--- src/rtl/cpu_pkg.sv ---
// cpu_pkg: constants and types shared by the fetch stage and the decoder
package cpu_pkg;
   localparam logic [31:0] NOP_INSTR = 32'h0;
   localparam logic [31:0] PC_STEP   = 32'd4;
   localparam int          OP_W      = 6;
   typedef enum logic [1:0] {FETCH, FULL, DISCARD} fetch_state_e;
endpackage

--- src/rtl/fetch_skid_buf.sv ---
// fetch_skid_buf: one-entry {instr, pc} holding buffer used while IF/ID is stalled
module fetch_skid_buf (
   input  logic        clk_i,
   input  logic        rst_i,
   input  logic        load_i,
   input  logic        unload_i,
   input  logic        clear_i,
   input  logic [31:0] instr_i,
   input  logic [31:0] pc_i,
   output logic        full_o,
   output logic [31:0] instr_o,
   output logic [31:0] pc_o
);
   logic        full_q;
   logic [31:0] instr_q;
   logic [31:0] pc_q;

   // clear beats load, load beats unload; payload only written on load
   always_ff @(posedge clk_i) begin
      if (!rst_i || clear_i) full_q <= 1'b0;
      else if (load_i) full_q <= 1'b1;
      else if (unload_i) full_q <= 1'b0;
      if (rst_i && !clear_i && load_i) begin
         instr_q <= instr_i;
         pc_q    <= pc_i;
      end
   end

   assign full_o  = full_q;
   assign instr_o = instr_q;
   assign pc_o    = pc_q;
endmodule

--- src/rtl/instr_fetch_unit.sv ---
// instr_fetch_unit: PC owner, imem req/ack fetcher and IF/ID output register
module instr_fetch_unit
   import cpu_pkg::*;
#(
   parameter logic [31:0] RESET_PC = 32'h0000_0000
) (
   input  logic            clk_i,
   input  logic            rst_i,
   output logic            imem_req_o,
   output logic [31:0]     imem_addr_o,
   input  logic            imem_ack_i,
   input  logic [31:0]     imem_data_i,
   input  logic            stall_i,
   input  logic            redirect_i,
   input  logic [31:0]     redirect_pc_i,
   output logic            instr_valid_o,
   output logic [31:0]     instr_o,
   output logic [OP_W-1:0] op_o,
   output logic [31:0]     pc_o,
   output logic [31:0]     pc_plus4_o
);
   fetch_state_e state_q;
   logic [31:0]  fetch_pc_q, addr_q, instr_q, pc_q;
   logic         req_q, valid_q;
   logic         ack, take, adv, skid_load, skid_unload, skid_full;
   logic [31:0]  skid_instr, skid_pc, redir_pc, fetch_pc_d;
   logic         unused_bits;

   assign ack         = imem_ack_i && req_q;
   assign redir_pc    = {redirect_pc_i[31:2], 2'b00};
   assign unused_bits = ^redirect_pc_i[1:0];

   // output advances when empty or unstalled; an ack in FETCH is real data, in DISCARD it is dropped
   always_comb begin
      take        = ack && state_q == FETCH;
      adv         = !valid_q || !stall_i;
      skid_load   = !redirect_i && take && !adv;
      skid_unload = !redirect_i && adv && skid_full;
      fetch_pc_d  = fetch_pc_q + PC_STEP;
   end

   fetch_skid_buf u_skid (
      .clk_i    (clk_i),
      .rst_i    (rst_i),
      .load_i   (skid_load),
      .unload_i (skid_unload),
      .clear_i  (redirect_i),
      .instr_i  (imem_data_i),
      .pc_i     (addr_q),
      .full_o   (skid_full),
      .instr_o  (skid_instr),
      .pc_o     (skid_pc)
   );

   // fetch FSM with registered request and IF/ID outputs; redirect overrides stall and ack
   always_ff @(posedge clk_i) begin
      if (!rst_i) begin
         state_q    <= FETCH;
         fetch_pc_q <= {RESET_PC[31:2], 2'b00};
         addr_q     <= {RESET_PC[31:2], 2'b00};
         req_q      <= 1'b0;
         valid_q    <= 1'b0;
         instr_q    <= NOP_INSTR;
         pc_q       <= '0;
      end else if (redirect_i) begin
         valid_q    <= 1'b0;
         instr_q    <= NOP_INSTR;
         fetch_pc_q <= redir_pc;
         req_q      <= 1'b1;
         state_q    <= (req_q && !ack) ? DISCARD : FETCH;
         if (!(req_q && !ack)) addr_q <= redir_pc;
      end else begin
         if (adv) begin
            valid_q <= skid_full || take;
            instr_q <= skid_full ? skid_instr : take ? imem_data_i : NOP_INSTR;
            pc_q    <= skid_full ? skid_pc : take ? addr_q : pc_q;
         end
         case (state_q)
            FETCH: begin
               req_q <= !(take && !adv);
               if (take) begin
                  fetch_pc_q <= fetch_pc_d;
                  addr_q     <= fetch_pc_d;
                  if (!adv) state_q <= FULL;
               end
            end
            FULL: if (adv) begin
               state_q <= FETCH;
               req_q   <= 1'b1;
            end
            DISCARD: if (ack) begin
               state_q <= FETCH;
               addr_q  <= fetch_pc_q;
            end
            default: state_q <= FETCH;
         endcase
      end
   end

   assign imem_req_o    = req_q;
   assign imem_addr_o   = addr_q;
   assign instr_valid_o = valid_q;
   assign instr_o       = instr_q;
   assign op_o          = instr_q[31:32-OP_W];
   assign pc_o          = pc_q;
   assign pc_plus4_o    = pc_q + PC_STEP;
endmodule

--- config.mk ---
export PLATFORM = sky130hd
export DESIGN_NAME = instr_fetch_unit
export DESIGN_NICKNAME = d
export VERILOG_FILES = /design/src/rtl/cpu_pkg.sv /design/src/rtl/fetch_skid_buf.sv /design/src/rtl/instr_fetch_unit.sv
export SDC_FILE = /design/constraint.sdc
export NUM_CORES = 1
export LEC_CHECK = 0
export ABC_AREA = 1
export CAP_MARGIN = 10
export CORE_UTILIZATION = 40
export CTS_CLUSTER_SIZE = 24
export DETAILED_ROUTE_END_ITERATION = 10
export HOLD_SLACK_MARGIN = 0.08
export PLACE_DENSITY = 0.67
export SYNTH_ARGS = -nofsm -noshare
export SYNTH_HDL_FRONTEND = slang
export SYNTH_SLANG_ARGS = --single-unit
--- constraint.sdc ---
create_clock -name clk_i -period 5.49 [get_ports clk_i]
set_input_delay 0.549 -clock clk_i [delete_from_list [all_inputs] [get_ports clk_i]]
set_output_delay 0.549 -clock clk_i [all_outputs]
set_load 0.02 [all_outputs]
==> results.py, run 1 <==
metrics = {
    "power": {
        "max-vdd-ir-drop_v": 0.000240,
        "pwr_density_cell_nw_per_um2": 275,
        "totalPowerFinal_mw": 3.34,
        "power_leakage_nw": 4.40,
    },
    "die": {
        "core-area_um2": 22800,
        "io_pins": 205,
        "die-width_um": 155,
        "rows": 55,
        "dieArea_um2": 24100,
        "die_h_um": 155,
        "start_util": 0.410,
    },
    "final_layout": {
        "fin_area_um2": 12100,
        "area_delta_synth_final_pct": 29.4,
        "regArea_um2": 4410,
        "nFillCells": 2169,
        "nNetsFinal": 1420,
        "drive_gt1_frac": 0.0690,
        "multi_input_area_um2": 4320,
        "num_antenna_cells": 0,
    },
    "cts": {
        "path_clk_slew_ns": 0.08,
        "cts_tree": "done",
        "post_cts_resized": 0,
        "postCtsSetupRepairBufs": 0,
        "clk_path_buf_depth": 2,
        "cts_made_buffers": 17,
        "clkLatencyLatePin_ns": 0.44,
        "cts_root_buf": "clkbuf_16",
        "cts.sinks": 189,
        "postCtsHoldBufs": 0,
        "htree_levels": 4,
    },
    "logic_synthesis": {
        "ys_warn_count": 0,
        "synth.distinct_cells": 39,
        "seq_area_frac_synth": 0.470,
        "synthCells": 1196,
        "syn-cell-area_um2": 9380,
        "ys_ff_latch": 189,
        "avgSynthCellArea_um2": 7.84,
    },
    "worst_setup_path": {
        "cp_max_fo": 4,
        "crit_required_ns": 4.94,
        "crit_path_max_incr_delay_ns": 0.61,
        "crit_chain": "ha_1 -> nand3_1 -> nor2_1 -> nand2_1 -> nor2_2 -> nand2_2 -> nor2_2 -> xor2_1 -> clkdlybuf4s50_1",
        "path_class": "flip-flop to output port",
        "end_kind": "output port",
        "worstPathArrival_ns": 2.63,
        "cp_slowest_cell": "clkdlybuf4s50_1",
        "path_common_cell": "nor2_2",
        "start_kind": "flip-flop",
    },
    "placement": {
        "io_buffers": 196,
        "place_congestion": 0.840,
        "place_area_um2": 11500,
        "post-dp-hpwl_um": 18700,
    },
    "routing": {
        "final_antenna_net_count": 0,
        "drt_iter0_drc": 647,
        "drtPass1Iterations": 5,
        "vias": 8778,
        "wl_per_cell_um": 16.6,
        "drt-total-wl_um": 27800,
        "viasPerCell": 5.24,
        "drc_errors": 0,
    },
    "sta": {
        "slew_viol_final": 0,
        "max_freq_mhz": 315,
        "fin_crit_ns": 3.18,
        "grt_setup_unrepaired": "no",
        "setup_viol": 0,
        "final.setup_skew_ns": 0.0106,
        "setup_tns_ns": 0,
        "worst_slew_pin_slew_ns": 1.11,
        "slew_headroom": 0.260,
        "hold_viol": 0,
        "finalCritPeriodShare": 0.578,
        "holdWs_ns": 0.486,
    },
    "global_route": {
        "grt_start_max_net_pins": 67,
        "grt_pass1_wl_um": 43700,
        "grtUsageTotal": 0.232,
        "grt_pass1_vias": 7975,
        "grt_overflow_total": 0,
        "antenna_found_initial": 0,
    },
    "min_path": {
        "worstHoldPathType": "flip-flop to flip-flop",
    },
    "status": {
        "status": "complete, no violations",
    },
    "job": {
        "max_cap_violations": 0,
    },
}
==> where the power goes <==
part / leakage [nW] / internal, mW / total, mW / switching, mW
combinational: 2.50 / 0.199 / 0.458 / 0.259
clock: 0.309 / 0.669 / 1.31 / 0.640
sequential: 1.59 / 1.50 / 1.57 / 0.0730
==> final cells by class <==
class                           instances  share of cell area
Clock buffer                           17              0.0351
Clock inverter                         15              0.0179
Inverter                               82              0.0254
Multi-Input combinational cell        850               0.356
Sequential cell                       189               0.363
Tap cell                              313              0.0323
Timing Repair Buffer                  209               0.170
==> sequential cells by signal, summed over array words and instances (netlist names) <==
| register | cells |
|---|---|
| u_skid.pc_o | 30 |
| u_skid.instr_o | 32 |
| state_q | 2 |
| instr_o | 32 |
| imem_addr_o | 30 |
| imem_req_o | 1 |
| u_skid.full_o | 1 |
| pc_o | 30 |
| fetch_pc_q | 30 |
| instr_valid_o | 1 |
==> metrics by stage <==
stage / setup WS (ns) / utilization / cells
final: 2.31 / 0.531 / 1675
after CTS: 2.28 / 0.531 / 1675
after floorplan: 1.28 / - / 1201
after global routing: 2.14 / 0.531 / 1675
after detailed placement: 2.38 / 0.503 / 1643
after global placement: 2.39 / 0.503 / 1643
==> cell usage after synthesis, drive strengths merged <==
master | count | share of area
o211ai | 3 | 0.0024
conb | 1 | 0.00040
nor4 | 3 | 0.0020
dfxtp | 127 | 0.27
xor2 | 23 | 0.021
nor3 | 14 | 0.0085
nand4 | 10 | 0.0067
nand3b | 3 | 0.0024
a221oi | 1 | 0.00093
ha | 2 | 0.0027
buf | 41 | 0.025
o21ai | 143 | 0.076
inv | 82 | 0.033
o21bai | 5 | 0.0040
a22oi | 1 | 0.00080
clkbuf | 39 | 0.016
nand2 | 305 | 0.13
nor2 | 82 | 0.048
or2 | 1 | 0.00067
xnor2 | 11 | 0.010
a31oi | 73 | 0.049
and3 | 1 | 0.00067
edfxtp | 62 | 0.20
nand3 | 83 | 0.046
a21oi | 80 | 0.045
==> worst max-delay path: cells and delay by family (launching register included) <==
| kind | cells | cell delay, ns |
|---|---|---|
| flip-flops | 1 | 0.40 |
| XOR/XNOR | 1 | 0.14 |
| AND/OR/NAND/NOR | 6 | 0.79 |
| adder cells (fa/ha/maj) | 1 | 0.23 |
| buffers and inverters | 1 | 0.61 |
==> per-layer routing <==
layer,track usage,wire (µm),vias up
li1,-,-,4370
met1,0.323,12800,4118
met2,0.366,12900,255
met3,0.0331,1330,35
met4,0.0858,735,0
met5,0,0,-
==> logic make-up after synthesis <==
family,Yosys count,share of synthesized area
compound gates,306,0.178
xor+xnor,34,0.0318
fa+ha+maj,2,0.00267
buf+inv,162,0.0730
flops,189,0.470
other cells,1,0.000400
simple gates,502,0.245
==> cell usage in the layout (no fill, tap or decap), types with 7 or more instances in the layout <==
master           instances
clkdlybuf4s50_1        195
o21ai_0                140
nand3_1                 79
xnor2_1                 11
nand4_1                 10
xor2_1                  23
nand2_2                 10
a31oi_1                 73
buf_4                   12
clkinv_8                 7
a21oi_1                 77
dfxtp_1                126
clkbuf_16               17
nor2_4                   9
nor2_1                  63
inv_1                   77
nor3_1                  12
edfxtp_1                62
nand2_1                291
==> final timing paths <==
check	from	slack, ns	end	depth (start not counted)
min reg2reg	imem_addr_o[15]	0.49	u_skid.pc_o[15]	0
min	imem_addr_o[15]	0.49	u_skid.pc_o[15]	0
max	pc_o[3]	2.31	pc_plus4_o[22]	9
max reg2reg	instr_valid_o	3.06	u_skid.pc_o[19]	6
Power figures use the tool's default switching activity.
==> run 2: changes to the inputs <==
clock period = 2.95 ns   (was 5.49 ns; I/O delays follow)
==> run 2 against run 1 <==
  * Via count up 1.2%
  * Clock skew is 0.0027 ns higher
  * Power grew 85%
  * Critical path type unchanged
  * Register-to-register slack lost 2.1 ns
  * Flip-flop and latch count is the same
  * First-iteration DRC count up 16%
  * Combinational power increased by 88%
  * Final cell count increased by 0.24%
  * Hold slack got worse by 0.15 ns
  * Non-clock buffer count increased by 4
  * Largest cell class unchanged
==> results.py, run 2 (synthesis results as in run 1) <==
metrics = {
    "sta": {
        "finalCritPeriodShare": 0.945,
        "worst_slew_pin_slew_ns": 0.714,
        "layout_setup_ws_ns": 0.162,
        "setup_tns_ns": 0,
        "fin_crit_ns": 2.79,
        "grt_setup_unrepaired": "no",
        "hold_viol": 0,
        "setup_viol": 0,
        "max_freq_mhz": 359,
        "slew_viol_final": 0,
        "final.setup_skew_ns": 0.0133,
        "slew_headroom": 0.524,
    },
    "final_layout": {
        "multi_input_area_um2": 4340,
        "drive_gt1_frac": 0.0747,
        "nFillCells": 2176,
        "final_cell_mix": "nand2_1 (291), clkdlybuf4s50_1 (189), o21ai_0 (140)",
        "num_antenna_cells": 0,
        "fin_util": 0.532,
        "nNetsFinal": 1424,
        "area_delta_synth_final_pct": 29.6,
        "mostFrequentLayoutCell": "nand2_1",
        "instances_no_fill": 1679,
        "regArea_um2": 4410,
    },
    "routing": {
        "highest_layer": "met4",
        "drt_iter0_drc": 750,
        "drtPass1Iterations": 5,
        "final_antenna_net_count": 0,
        "wl_met2_um": 12800,
        "wl_met1_um": 12600,
        "vias": 8880,
        "drc_errors": 0,
        "wl_per_cell_um": 16.6,
        "wl_met3_um": 1690,
        "drt-total-wl_um": 27900,
        "viasPerCell": 5.29,
    },
    "worst_setup_path": {
        "crit_buf_inv": 1,
        "crit_required_ns": 2.65,
        "path_class": "flip-flop to output port",
        "crit_path_max_incr_delay_ns": 0.63,
        "critPathTopFamily": "simple AND/OR/NAND/NOR gates",
        "crit_chain": "nand2_1 -> nor2_1 -> nand2_1 -> nor3_1 -> nand4_1 -> xnor2_1 -> clkdlybuf4s50_1",
        "cp_max_fo": 7,
        "end_kind": "output port",
        "path_common_cell": "nand2_1",
        "worstPathArrival_ns": 2.49,
        "cp_slowest_cell": "clkdlybuf4s50_1",
        "start_kind": "flip-flop",
    },
    "die": {
        "rows": 55,
        "start_util": 0.410,
        "io_pins": 205,
        "dieArea_um2": 24100,
        "die_h_um": 155,
        "core-area_um2": 22800,
        "die-width_um": 155,
    },
    "global_route": {
        "grt_pass1_vias": 7968,
        "grt_overflow_total": 0,
        "grtUsageTotal": 0.234,
        "grt_start_max_net_pins": 65,
        "grt_pass1_wl_um": 44100,
        "antenna_found_initial": 0,
    },
    "cts": {
        "cts_made_buffers": 17,
        "clk_path_buf_depth": 2,
        "clkLatencyLatePin_ns": 0.44,
        "post_cts_resized": 0,
        "postCtsSetupRepairBufs": 0,
        "htree_levels": 4,
        "cts.sinks": 189,
        "postCtsHoldBufs": 0,
        "cts_tree": "done",
        "cts_root_buf": "clkbuf_16",
        "path_clk_slew_ns": 0.08,
    },
    "status": {
        "status": "complete, no violations",
    },
    "placement": {
        "dp.cells": 1647,
        "place_ws_ns": 0.488,
        "io_buffers": 196,
        "place_congestion": 0.897,
        "post-dp-hpwl_um": 19300,
    },
    "power": {
        "pwr_density_cell_nw_per_um2": 507,
        "max-vdd-ir-drop_v": 0.000266,
        "power_leakage_nw": 4.51,
    },
    "job": {
        "max_cap_violations": 0,
    },
    "min_path": {
        "worstHoldPathType": "input pin to flip-flop",
    },
}
## run 2: changes by cell type in the layout (fill, tap and decap cells not counted), moves of 2 or more
| cell | previous run | this run |
|---|---|---|
| inv_8 | 2 | 4 |
| clkinv_8 | 7 | 3 |
| clkdlybuf4s50_1 | 195 | 189 |
| buf_4 | 12 | 17 |
| dlymetal6s2s_1 | 0 | 6 |
| nor3_1 | 12 | 10 |
| nor3_2 | 2 | 4 |
## run 2: final cells by class
cell class / instances / area share
Multi-Input combinational cell: 850 / 0.357
Clock buffer: 17 / 0.0350
Sequential cell: 189 / 0.362
Timing Repair Buffer: 213 / 0.173
Tap cell: 313 / 0.0322
Clock inverter: 15 / 0.0156
Inverter: 82 / 0.0253
## run 2: power by group
| part | total [mW] | leakage [nW] | switching (mW) | internal (mW) |
|---|---|---|---|---|
| Clock | 2.38 | 0.302 | 1.15 | 1.23 |
| Sequential | 2.92 | 1.59 | 0.133 | 2.78 |
| Combinational | 0.859 | 2.62 | 0.486 | 0.373 |
| Total | 6.16 | 4.51 | 1.77 | 4.39 |
## run 2: stage by stage
stage / total power, mW / hold WS (ns) / area (µm²)
final: 6.16 / 0.332 / 12200
after global routing: 6.38 / 0.345 / 12200
after CTS: 6.20 / 0.312 / 12100
after detailed placement: 3.83 / 0.468 / 11500
after global placement: 3.82 / 0.463 / 11500
after floorplan: 3.40 / 0.394 / 9400
## run 2: layer usage
metal  up-vias  GRT usage
li1       4369          -
met1      4124      0.322
met2       337      0.364
met3        50     0.0429
met4         0     0.0891
met5         -          0
## run 2: tightest hold or removal path, stage by stage
cell,delay (ns)
buf_2,0.24
nand2_1,0.12
a21oi_1,0.06
## run 2: final timing paths
check                    end  depth (start not counted)  slack (ns)       startpoint
max reg2reg  imem_addr_o[31]                          6        0.94       imem_req_o
max           pc_plus4_o[31]                          7        0.16         pc_o[19]
min               state_q[1]                          3        0.33       redirect_i
min reg2reg  u_skid.pc_o[17]                          0        0.49  imem_addr_o[17]
==> run 3: changes to the inputs <==
PLACE_DENSITY = 0.69   (was 0.67)
clock period = 2.5 ns   (was 2.95 ns; I/O delays follow)
==> run 3 against run 2 <==
  * Clock skew is essentially flat
  * Power is 17% higher
  * Global-route usage is 0.40 points lower
  * Utilization up 0.41 points
  * Hold slack worse by 0.092 ns
  * Die area unchanged
  * Register-to-register slack lost 0.20 ns
  * Final cell count increased by 0.77%
  * Wire length is 0.55% lower
  * Critical path type unchanged
  * Largest cell class unchanged
==> results.py, run 3 (synthesis results as in run 1) <==
metrics = {
    "final_layout": {
        "nNetsFinal": 1434,
        "mostFrequentLayoutCell": "nand2_1",
        "multi_input_area_um2": 4340,
        "regArea_um2": 4420,
        "nFillCells": 2173,
        "final_cell_mix": "nand2_1 (291), clkdlybuf4s50_1 (173), o21ai_0 (140)",
        "area_delta_synth_final_pct": 30.6,
        "drive_gt1_frac": 0.0938,
    },
    "global_route": {
        "antenna_found_initial": 2,
        "grt_start_max_net_pins": 65,
        "grt_overflow_total": 0,
        "grt_pass1_wl_um": 43500,
        "grt_pass1_vias": 8148,
        "grtUsageTotal": 0.230,
    },
    "cts": {
        "cts_tree": "done",
        "cts.sinks": 189,
        "postCtsHoldBufs": 0,
        "htree_levels": 4,
        "cts_made_buffers": 17,
        "path_clk_slew_ns": 0.08,
        "clk_path_buf_depth": 2,
        "cts_root_buf": "clkbuf_16",
        "clkLatencyLatePin_ns": 0.44,
    },
    "power": {
        "swShare": 0.294,
        "power.share.clock": 0.383,
        "max-vdd-ir-drop_v": 0.000376,
        "p_comb_frac": 0.141,
        "pwr_density_cell_nw_per_um2": 589,
        "power_frac_seq": 0.476,
        "switchingPower_mw": 2.12,
        "internal-power_mw": 5.10,
        "power_leakage_nw": 4.56,
    },
    "die": {
        "start_util": 0.410,
        "dieArea_um2": 24100,
        "die-width_um": 155,
        "die_h_um": 155,
        "rows": 55,
        "io_pins": 205,
        "core-area_um2": 22800,
    },
    "sta": {
        "setup_tns_ns": 0,
        "max_freq_mhz": 414,
        "worst_slew_pin_slew_ns": 0.706,
        "layout_setup_ws_ns": 0.0846,
        "fin_crit_ns": 2.42,
        "final.setup_skew_ns": 0.0129,
        "slew_headroom": 0.530,
        "finalCritPeriodShare": 0.966,
        "slew_viol_final": 0,
        "setup_viol": 0,
        "hold_viol": 0,
        "grt_setup_unrepaired": "yes",
    },
    "worst_setup_path": {
        "start_kind": "flip-flop",
        "crit_path_max_incr_delay_ns": 0.38,
        "worstPathArrival_ns": 2.17,
        "cp_max_fo": 5,
        "end_kind": "output port",
        "crit_required_ns": 2.25,
        "cp_slowest_cell": "dfxtp_2",
        "crit_chain": "nand2_1 -> nor2_2 -> nand2_2 -> nor2_4 -> nand2_2 -> nor2_2 -> nand2_1 -> xnor2_1 -> clkdlybuf4s15_2",
        "path_class": "flip-flop to output port",
    },
    "routing": {
        "vias": 8816,
        "highest_layer": "met4",
        "wl_met2_um": 13000,
        "final_antenna_net_count": 0,
        "drt-total-wl_um": 27800,
        "viasPerCell": 5.21,
        "drc_errors": 0,
        "wl_met3_um": 1570,
        "wl_per_cell_um": 16.4,
        "drtPass1Iterations": 5,
        "wl_met1_um": 12600,
        "drt_iter0_drc": 602,
    },
    "placement": {
        "place_ws_ns": 0.144,
        "post-dp-hpwl_um": 19600,
        "io_buffers": 196,
        "place_congestion": 0.859,
    },
    "status": {
        "status": "complete, no violations",
    },
    "min_path": {
        "worstHoldPathType": "input pin to flip-flop",
    },
    "job": {
        "max_cap_violations": 0,
    },
}
run 3: path summary, 6_finish.rpt:
check	start	to	slack, ns	cells past startpoint
min reg2reg	imem_addr_o[17]	u_skid.pc_o[17]	0.51	0
max reg2reg	state_q[0]	pc_o[26]	0.74	8
max	pc_o[6]	pc_plus4_o[23]	0.08	9
min	redirect_i	state_q[0]	0.24	4
run 3: final cells by class:
| class | count | share of cell area |
|---|---|---|
| Antenna cell | 3 | 0.000613 |
| Clock buffer | 17 | 0.0347 |
| Clock inverter | 15 | 0.0151 |
| Inverter | 82 | 0.0251 |
| Multi-Input combinational cell | 850 | 0.354 |
| Sequential cell | 189 | 0.361 |
| Tap cell | 313 | 0.0320 |
| Timing Repair Buffer | 223 | 0.177 |
run 3: per-layer routing:
layer / track usage / vias to the layer above
met5: 0 / -
met4: 0.0990 / 0
met2: 0.362 / 294
li1: - / 4398
met3: 0.0401 / 38
met1: 0.310 / 4086
run 3: power groups by stage:
stage | sequential, mW | clock [mW] | combinational, mW
floorplan | 3.56 | 0 | 0.462
global placement | 3.50 | 0 | 1.01
detailed placement | 3.50 | 0 | 1.02
CTS | 3.43 | 2.82 | 1.02
global route | 3.46 | 2.92 | 1.10
finish | 3.44 | 2.76 | 1.01
run 3: stage by stage:
step	hold slack (ns)	power [mW]	instance area [µm²]	std cells	utilization
6_report	0.241	7.22	12200	1692	0.536
5_1_grt	0.268	7.48	12200	1691	0.536
4_1_cts	0.224	7.27	12200	1689	0.535
3_5_place_dp	0.485	4.53	11600	1657	0.509
3_3_place_gp	0.470	4.51	11600	1657	0.509
2_1_floorplan	0.349	4.02	9400	1201	-
run 3: timing repair:
action,4_1_cts,5_1_grt
endpoints found under the setup margin,21,18
setup buffers,0,0
resized for setup,30,25
run 3: worst max-delay path: cells and delay by family, from the launching register on:
family                 cells  cell delay, ns
XOR/XNOR                   1            0.20
buffers and inverters      1            0.29
flip-flops                 1            0.38
AND/OR/NAND/NOR            7            0.86
